$ cat config.mk
export PLATFORM = sky130hd
export DESIGN_NAME = sod_frame_sequencer
export DESIGN_NICKNAME = d
export VERILOG_FILES = /design/src/rtl/sod_frame_sequencer.sv
export SDC_FILE = /design/constraint.sdc
export NUM_CORES = 1
export LEC_CHECK = 0
export CORE_MARGIN = 1
export CORE_UTILIZATION = 56
export DETAILED_ROUTE_END_ITERATION = 7
export GPL_TIMING_DRIVEN = 0
export PLACE_DENSITY = 0.95
export SLEW_MARGIN = 0
export SYNTH_ARGS = -nofsm -noshare
export SYNTH_HDL_FRONTEND = slang
export SYNTH_SLANG_ARGS = --single-unit
$ cat constraint.sdc
create_clock -name clk -period 5.1 [get_ports clk]
set_clock_uncertainty 0.05 [all_clocks]
set_input_delay 0.765 -clock clk [delete_from_list [all_inputs] [get_ports clk]]
set_output_delay 0.765 -clock clk [all_outputs]
set_load 0.02 [all_outputs]
$ cat src/rtl/sod_frame_sequencer.sv
// sod_frame_sequencer
// Round-robin frame scheduler in front of a single stuff_or_data decision
// engine. One channel at a time is granted a frame: the engine is loaded with
// pm/cm and a start-of-frame, then fed exactly pm valid slots paced by
// slot_en. Decisions coming back from the engine are tagged with the owning
// channel, and the frame's data count is compared against cm at frame end.
//
// Ports
//   clk, rst            clock, synchronous active-high reset
//   req[N_CH]           level request per channel
//   cm_req              per-channel data count, channel i at [i*MPT_W +: MPT_W]
//   pm_cfg              frame length in slots (shared by all channels)
//   slot_en             slot opportunity strobe
//   grant[N_CH]         one-hot, one-cycle acknowledge (accept or reject)
//   cfg_err             pulses with grant when the request is rejected
//   busy                high from grant until frame end
//   sod_pm, sod_cm      engine pm/cm, held for the frame
//   sod_sof, sod_valid  engine start-of-frame / valid_in
//   sod_sof_out, sod_valid_out, sod_ds   engine sof_out / valid_out / ds
//   ds_out, ds_valid, ds_ch, ds_last     tagged decision stream
//   frame_done, frame_ok                 frame end pulse and cm check result
//   sync_err            pulse when the engine fails to echo sof
module sod_frame_sequencer #(
   parameter int MPT_W = 8,
   parameter int N_CH  = 4,
   parameter int CH_W  = $clog2(N_CH)
) (
   input  logic                    clk,
   input  logic                    rst,
   input  logic [N_CH-1:0]         req,
   input  logic [N_CH*MPT_W-1:0]   cm_req,
   input  logic [MPT_W-1:0]        pm_cfg,
   input  logic                    slot_en,
   output logic [N_CH-1:0]         grant,
   output logic                    cfg_err,
   output logic                    busy,
   output logic [MPT_W-1:0]        sod_pm,
   output logic [MPT_W-1:0]        sod_cm,
   output logic                    sod_sof,
   output logic                    sod_valid,
   input  logic                    sod_sof_out,
   input  logic                    sod_valid_out,
   input  logic                    sod_ds,
   output logic                    ds_out,
   output logic                    ds_valid,
   output logic [CH_W-1:0]         ds_ch,
   output logic                    ds_last,
   output logic                    frame_done,
   output logic                    frame_ok,
   output logic                    sync_err
);

   localparam int CNT_W = MPT_W + 1;

   typedef enum logic [1:0] {IDLE, SOF, RUN, DRAIN} state_t;

   state_t             state_q, state_d;
   logic [CH_W-1:0]    last_ch_q, last_ch_d;
   logic [CH_W-1:0]    ch_q, ch_d;
   logic [N_CH-1:0]    grant_q, grant_d;
   logic               cfg_err_q, cfg_err_d;
   logic               busy_q, busy_d;
   logic [MPT_W-1:0]   sod_pm_q, sod_pm_d;
   logic [MPT_W-1:0]   sod_cm_q, sod_cm_d;
   logic               sod_sof_q, sod_sof_d;
   logic [CNT_W-1:0]   issued_q, issued_d;
   logic [CNT_W-1:0]   ret_q, ret_d;
   logic [CNT_W-1:0]   dcnt_q, dcnt_d;
   logic               frame_done_q, frame_done_d;
   logic               frame_ok_q, frame_ok_d;
   logic               chk_q, chk_d;          // first RUN cycle: sof echo expected
   logic [1:0]         holdoff_q, holdoff_d;  // post-reset arbitration hold-off

   // Per-channel cm fields
   logic [MPT_W-1:0]   cm_arr [N_CH];
   for (genvar gi = 0; gi < N_CH; gi++) begin : g_cm
      assign cm_arr[gi] = cm_req[gi*MPT_W +: MPT_W];
   end

   // Round-robin pick: scan from the highest offset down so the channel
   // closest after last_ch overwrites the others.
   logic [CH_W-1:0]    pick;
   logic [CH_W-1:0]    idx;
   logic               any_req;
   always_comb begin
      pick    = '0;
      idx     = '0;
      any_req = 1'b0;
      for (int i = N_CH; i >= 1; i--) begin
         idx = CH_W'((int'(last_ch_q) + i) % N_CH);
         if (req[idx]) begin
            pick    = idx;
            any_req = 1'b1;
         end
      end
   end

   logic [MPT_W-1:0]   cm_pick;
   logic [CNT_W-1:0]   pm_ext;
   logic               in_frame;
   assign cm_pick  = cm_arr[pick];
   assign pm_ext   = {1'b0, sod_pm_q};
   assign in_frame = (state_q == RUN) || (state_q == DRAIN);

   // Combinational slot metering and return path
   assign sod_valid = (state_q == RUN) && slot_en && (issued_q < pm_ext);
   assign sync_err  = (state_q == RUN) && chk_q && !sod_sof_out;
   assign ds_valid  = in_frame && sod_valid_out && !sync_err;
   assign ds_out    = sod_ds;
   assign ds_ch     = ch_q;
   assign ds_last   = ds_valid && (ret_q == pm_ext - CNT_W'(1));

   always_comb begin
      state_d      = state_q;
      last_ch_d    = last_ch_q;
      ch_d         = ch_q;
      grant_d      = '0;
      cfg_err_d    = 1'b0;
      busy_d       = busy_q;
      sod_pm_d     = sod_pm_q;
      sod_cm_d     = sod_cm_q;
      sod_sof_d    = 1'b0;
      issued_d     = issued_q;
      ret_d        = ret_q;
      dcnt_d       = dcnt_q;
      frame_done_d = 1'b0;
      frame_ok_d   = 1'b0;
      chk_d        = (state_q == SOF);
      holdoff_d    = (holdoff_q != 2'd0) ? holdoff_q - 2'd1 : 2'd0;

      case (state_q)
         IDLE: begin
            if (holdoff_q == 2'd0 && any_req) begin
               grant_d   = {{(N_CH-1){1'b0}}, 1'b1} << pick;
               last_ch_d = pick;
               if (pm_cfg == '0 || cm_pick > pm_cfg) begin
                  cfg_err_d = 1'b1;
               end else begin
                  sod_sof_d = 1'b1;
                  sod_pm_d  = pm_cfg;
                  sod_cm_d  = cm_pick;
                  ch_d      = pick;
                  busy_d    = 1'b1;
                  issued_d  = '0;
                  ret_d     = '0;
                  dcnt_d    = '0;
                  state_d   = SOF;
               end
            end
         end
         SOF: state_d = RUN;
         RUN: begin
            if (sync_err) begin
               busy_d  = 1'b0;
               state_d = IDLE;
            end else if (sod_valid) begin
               issued_d = issued_q + CNT_W'(1);
               if (issued_q + CNT_W'(1) == pm_ext) state_d = DRAIN;
            end
         end
         default: ;   // DRAIN: wait for the last decision
      endcase

      // Return accounting; the last decision closes the frame from either state
      if (ds_valid) begin
         ret_d  = ret_q + CNT_W'(1);
         dcnt_d = dcnt_q + CNT_W'(sod_ds);
         if (ds_last) begin
            frame_done_d = 1'b1;
            frame_ok_d   = (dcnt_q + CNT_W'(sod_ds)) == {1'b0, sod_cm_q};
            busy_d       = 1'b0;
            state_d      = IDLE;
         end
      end
   end

   always_ff @(posedge clk) begin
      if (rst) begin
         state_q      <= IDLE;
         last_ch_q    <= CH_W'(N_CH - 1);
         ch_q         <= '0;
         grant_q      <= '0;
         cfg_err_q    <= 1'b0;
         busy_q       <= 1'b0;
         sod_pm_q     <= '0;
         sod_cm_q     <= '0;
         sod_sof_q    <= 1'b0;
         issued_q     <= '0;
         ret_q        <= '0;
         dcnt_q       <= '0;
         frame_done_q <= 1'b0;
         frame_ok_q   <= 1'b0;
         chk_q        <= 1'b0;
         holdoff_q    <= 2'd2;
      end else begin
         state_q      <= state_d;
         last_ch_q    <= last_ch_d;
         ch_q         <= ch_d;
         grant_q      <= grant_d;
         cfg_err_q    <= cfg_err_d;
         busy_q       <= busy_d;
         sod_pm_q     <= sod_pm_d;
         sod_cm_q     <= sod_cm_d;
         sod_sof_q    <= sod_sof_d;
         issued_q     <= issued_d;
         ret_q        <= ret_d;
         dcnt_q       <= dcnt_d;
         frame_done_q <= frame_done_d;
         frame_ok_q   <= frame_ok_d;
         chk_q        <= chk_d;
         holdoff_q    <= holdoff_d;
      end
   end

   assign grant      = grant_q;
   assign cfg_err    = cfg_err_q;
   assign busy       = busy_q;
   assign sod_pm     = sod_pm_q;
   assign sod_cm     = sod_cm_q;
   assign sod_sof    = sod_sof_q;
   assign frame_done = frame_done_q;
   assign frame_ok   = frame_ok_q;

endmodule

==> impl_metrics.py <==
metrics = {
    "detailed_routing": {
        "vias_per_cell": 6.19,
        "drtAntennaViolNets": 0,
        "drtIter0Drc": 299,
        "drc_errors": 0,
        "drt_pass1_iterations": 5,
        "wl_per_cell_um": 17.6,
        "routed_wl_um": 12000,
        "vias": 4217,
    },
    "critical_path": {
        "crit_fanout": 9,
        "arrival_ns": 3.92,
        "worstReg2RegEnd": "sod_pm[5]$_SDFFE_PP0P_",
        "cp-start-kind": "primary input",
        "r2r_setup_slack_ns": 1.01,
        "cp_data_required_time_ns": 4.28,
        "reg2reg_from": "last_ch_q[0]$_SDFFE_PP1P_",
        "r2r_cells": 15,
        "cp-end-kind": "output pin",
        "worst-setup-path-type": "in -> out",
    },
    "logic_synthesis": {
        "syn_avg_cell_area_sq_um": 8.18,
        "synth.largest_area_cell": "dfxtp_1",
        "synth_edf_count": 0,
        "synth_flop_cell": "dfxtp_1",
        "synth_area_leaders": "dfxtp_1, ha_1, a21oi_1, mux2i_1, nor2_1",
        "yosys_warnings": 0,
        "synthesis.nets": 559,
        "seq_area_frac_synth": 0.306,
        "post_synth_num_cell_types": 58,
        "synth_area_sq_um": 3990,
        "syn-instance-count": 488,
        "ys_ff_latch": 61,
        "synth_top_cell_area_share": 0.306,
        "async_reset_ff_frac": 0,
    },
    "sta": {
        "finalHoldViolations": 0,
        "tns_ns": 0,
        "worst_hold_slack_ns": 0.403,
        "period_needed_ns": 4.74,
        "slew_violations": 0,
        "setup_viol_count_final": 0,
        "fmax_mhz": 211,
        "tightest_slew_ns": 0.772,
        "slew_headroom": 0.486,
        "fin_crit_sh": 0.929,
        "grt_setup_unrepaired": "false",
    },
    "power": {
        "ir_drop_mv": 0.175,
        "seqPwrFrac": 0.367,
        "p_per_area_nw_per_um2": 285,
        "internal_power_uw": 958,
        "finalPower_uw": 1460,
        "power.switching_uw": 504,
        "clock_power_share": 0.307,
        "switching_share": 0.345,
        "combPwrFrac": 0.327,
        "power_leakage_uw": 0.00191,
    },
    "global_route": {
        "grt_use_total": 0.331,
        "grt_pass1_wl_um": 19300,
        "antenna_found_initial": 0,
        "grt_pass1_vias": 4117,
        "gr-total-overflow": 0,
        "grt_max_degree": 13,
    },
    "floorplan": {
        "core_area_sq_um": 6830,
        "die_w_um": 86.5,
        "row_count": 30,
        "dieArea_sq_um": 7470,
        "start_util": 0.585,
        "num_io_pins": 82,
        "dieHeight_um": 86.5,
    },
    "cts": {
        "worstSkewPairLatency_ns": 0.35,
        "cts_tree": "done",
        "cts.reportedPaths.clkPinSlew_ns": 0.07,
        "htree_levels": 3,
        "post_cts_buffers": 0,
        "clock_path_buffers": 2,
        "cts_buffers": 9,
        "cts-root-buf": "clkbuf_8",
        "post_cts_resized": 0,
        "cts_hold_buf": 0,
        "clock-sinks": 61,
    },
    "place": {
        "dpl.cell_count": 665,
        "place.gp.congestion": 0.921,
        "dpl_cell_area_sq_um": 4920,
        "dp_hpwl_um": 8860,
        "io_buffers": 81,
    },
    "flow_run": {
        "max_cap_viol_count": 0,
    },
    "cells_and_area": {
        "final_nets": 651,
        "stdcell_area_sq_um": 5130,
        "nFillCells": 505,
        "layout_commonest_cell": "clkdlybuf4s50_1",
        "syn2layout_area_growth_pct": 28.5,
        "drive_above_1_share": 0.0547,
        "instances_no_fill": 681,
        "seqCellArea_sq_um": 1220,
        "layout_common_cells": "clkdlybuf4s50_1, dfxtp_1, nor2_1, a21oi_1, nand2_1",
        "multi_input_area_sq_um": 2550,
        "n_antenna_cell": 0,
    },
    "status": {
        "status": "complete, no violations",
    },
    "hold_path": {
        "worstHoldStart": "holdoff_q[0]$_SDFF_PP0_",
        "hold_depth": 1,
        "hp-class": "reg -> reg",
        "min_to": "holdoff_q[0]$_SDFF_PP0_",
    },
}
[per-layer routing]
layer,track usage,routed length [um]
met5,0,0
met2,0.589,5930
met4,0.158,369
met3,0.0486,968
met1,0.391,4700
[worst max-delay path by stage]
| stage | startpoint | endpoint | cells past startpoint |
|---|---|---|---|
| 2_1_floorplan | req[3] | ds_ch[1]$_SDFFE_PP0P_ | 15 |
| 3_3_place_gp | req[3] | issued_q[6]$_SDFFE_PP0P_ | 14 |
| 3_5_place_dp | req[1] | ret_q[5]$_SDFFE_PP0P_ | 16 |
| 4_1_cts | sod_sof_out | ds_last | 8 |
| 5_1_grt | req[1] | sod_pm[7]$_SDFFE_PP0P_ | 16 |
| 6_report | sod_sof_out | ds_last | 8 |
[through the flow]
step	utilization	setup slack, ns
5_1_grt	0.751	0.201
4_1_cts	0.751	0.440
2_1_floorplan	-	1.44
6_report	0.751	0.363
3_3_place_gp	0.721	0.429
3_5_place_dp	0.721	0.296
[cells by family after synthesis]
group	Yosys count	synth area share
and+or+nand+nor	175	0.240
xor gates and xnor gates	33	0.0724
AOI/OAI and AO/OA	125	0.213
buffers and inverters	54	0.0558
adders and majority gates	21	0.0658
DFF	61	0.306
muxes	19	0.0476
[worst max-delay path, cell delays in order]
cell	delay, ns
clkdlybuf4s50_1	0.51
nand2b_1	0.13
clkbuf_1	0.33
o211ai_1	0.31
nor4_1	0.34
nand4_1	0.23
a311oi_4	0.59
clkdlybuf4s50_1	0.71
[synth_stat cells (2+ instances only)]
library cell,n
inv_1,23
nand2_1,34
nor2_1,42
buf_2,4
a211oi_1,16
a21oi_1,42
buf_1,3
a31oi_1,6
a311oi_1,6
mux2i_1,19
xnor2_1,17
nor4b_1,4
nor2b_1,6
nor3_1,12
o21ai_0,12
ha_1,21
nor3b_1,12
buf_4,2
o21a_1,7
nand4_1,8
nor4_1,8
xor2_1,16
o32ai_1,3
o31ai_1,2
a211o_1,10
o221ai_1,2
o211ai_1,4
a2bb2oi_1,2
or4_1,5
dfxtp_1,61
clkbuf_1,21
nand3_1,14
a21o_1,3
or3_1,3
and3_1,5
nand2b_1,11
[power groups by stage]
stage	Sequential [uW]	Combinational [uW]	Clock, uW
3_3_place_gp	544	450	0
2_1_floorplan	561	284	0
3_5_place_dp	545	466	0
4_1_cts	535	471	447
5_1_grt	539	517	467
6_report	536	478	448
[cell type report]
type | count | share of cell area
sequential | 61 | 0.238
buffer | 31 | 0.0266
inverter | 23 | 0.0168
multi-input combinational | 373 | 0.497
clock buffer | 10 | 0.0268
clock inverter | 6 | 0.0134
timing repair buffer | 81 | 0.158
tap | 96 | 0.0234
[registers in the layout (all words and copies together) (netlist names)]
| register | cells |
|---|---|
| sod_pm | 8 |
| last_ch_q | 2 |
| sod_sof | 1 |
| busy | 1 |
| frame_done | 1 |
| dcnt_q | 9 |
| state_q | 2 |
| sod_cm | 8 |
| frame_ok | 1 |
| ret_q | 9 |
| grant | 4 |
| cfg_err | 1 |
| holdoff_q | 2 |
| ds_ch | 2 |
| chk_q | 1 |
| issued_q | 9 |
Note: power is estimated with default switching activity, not from simulation.
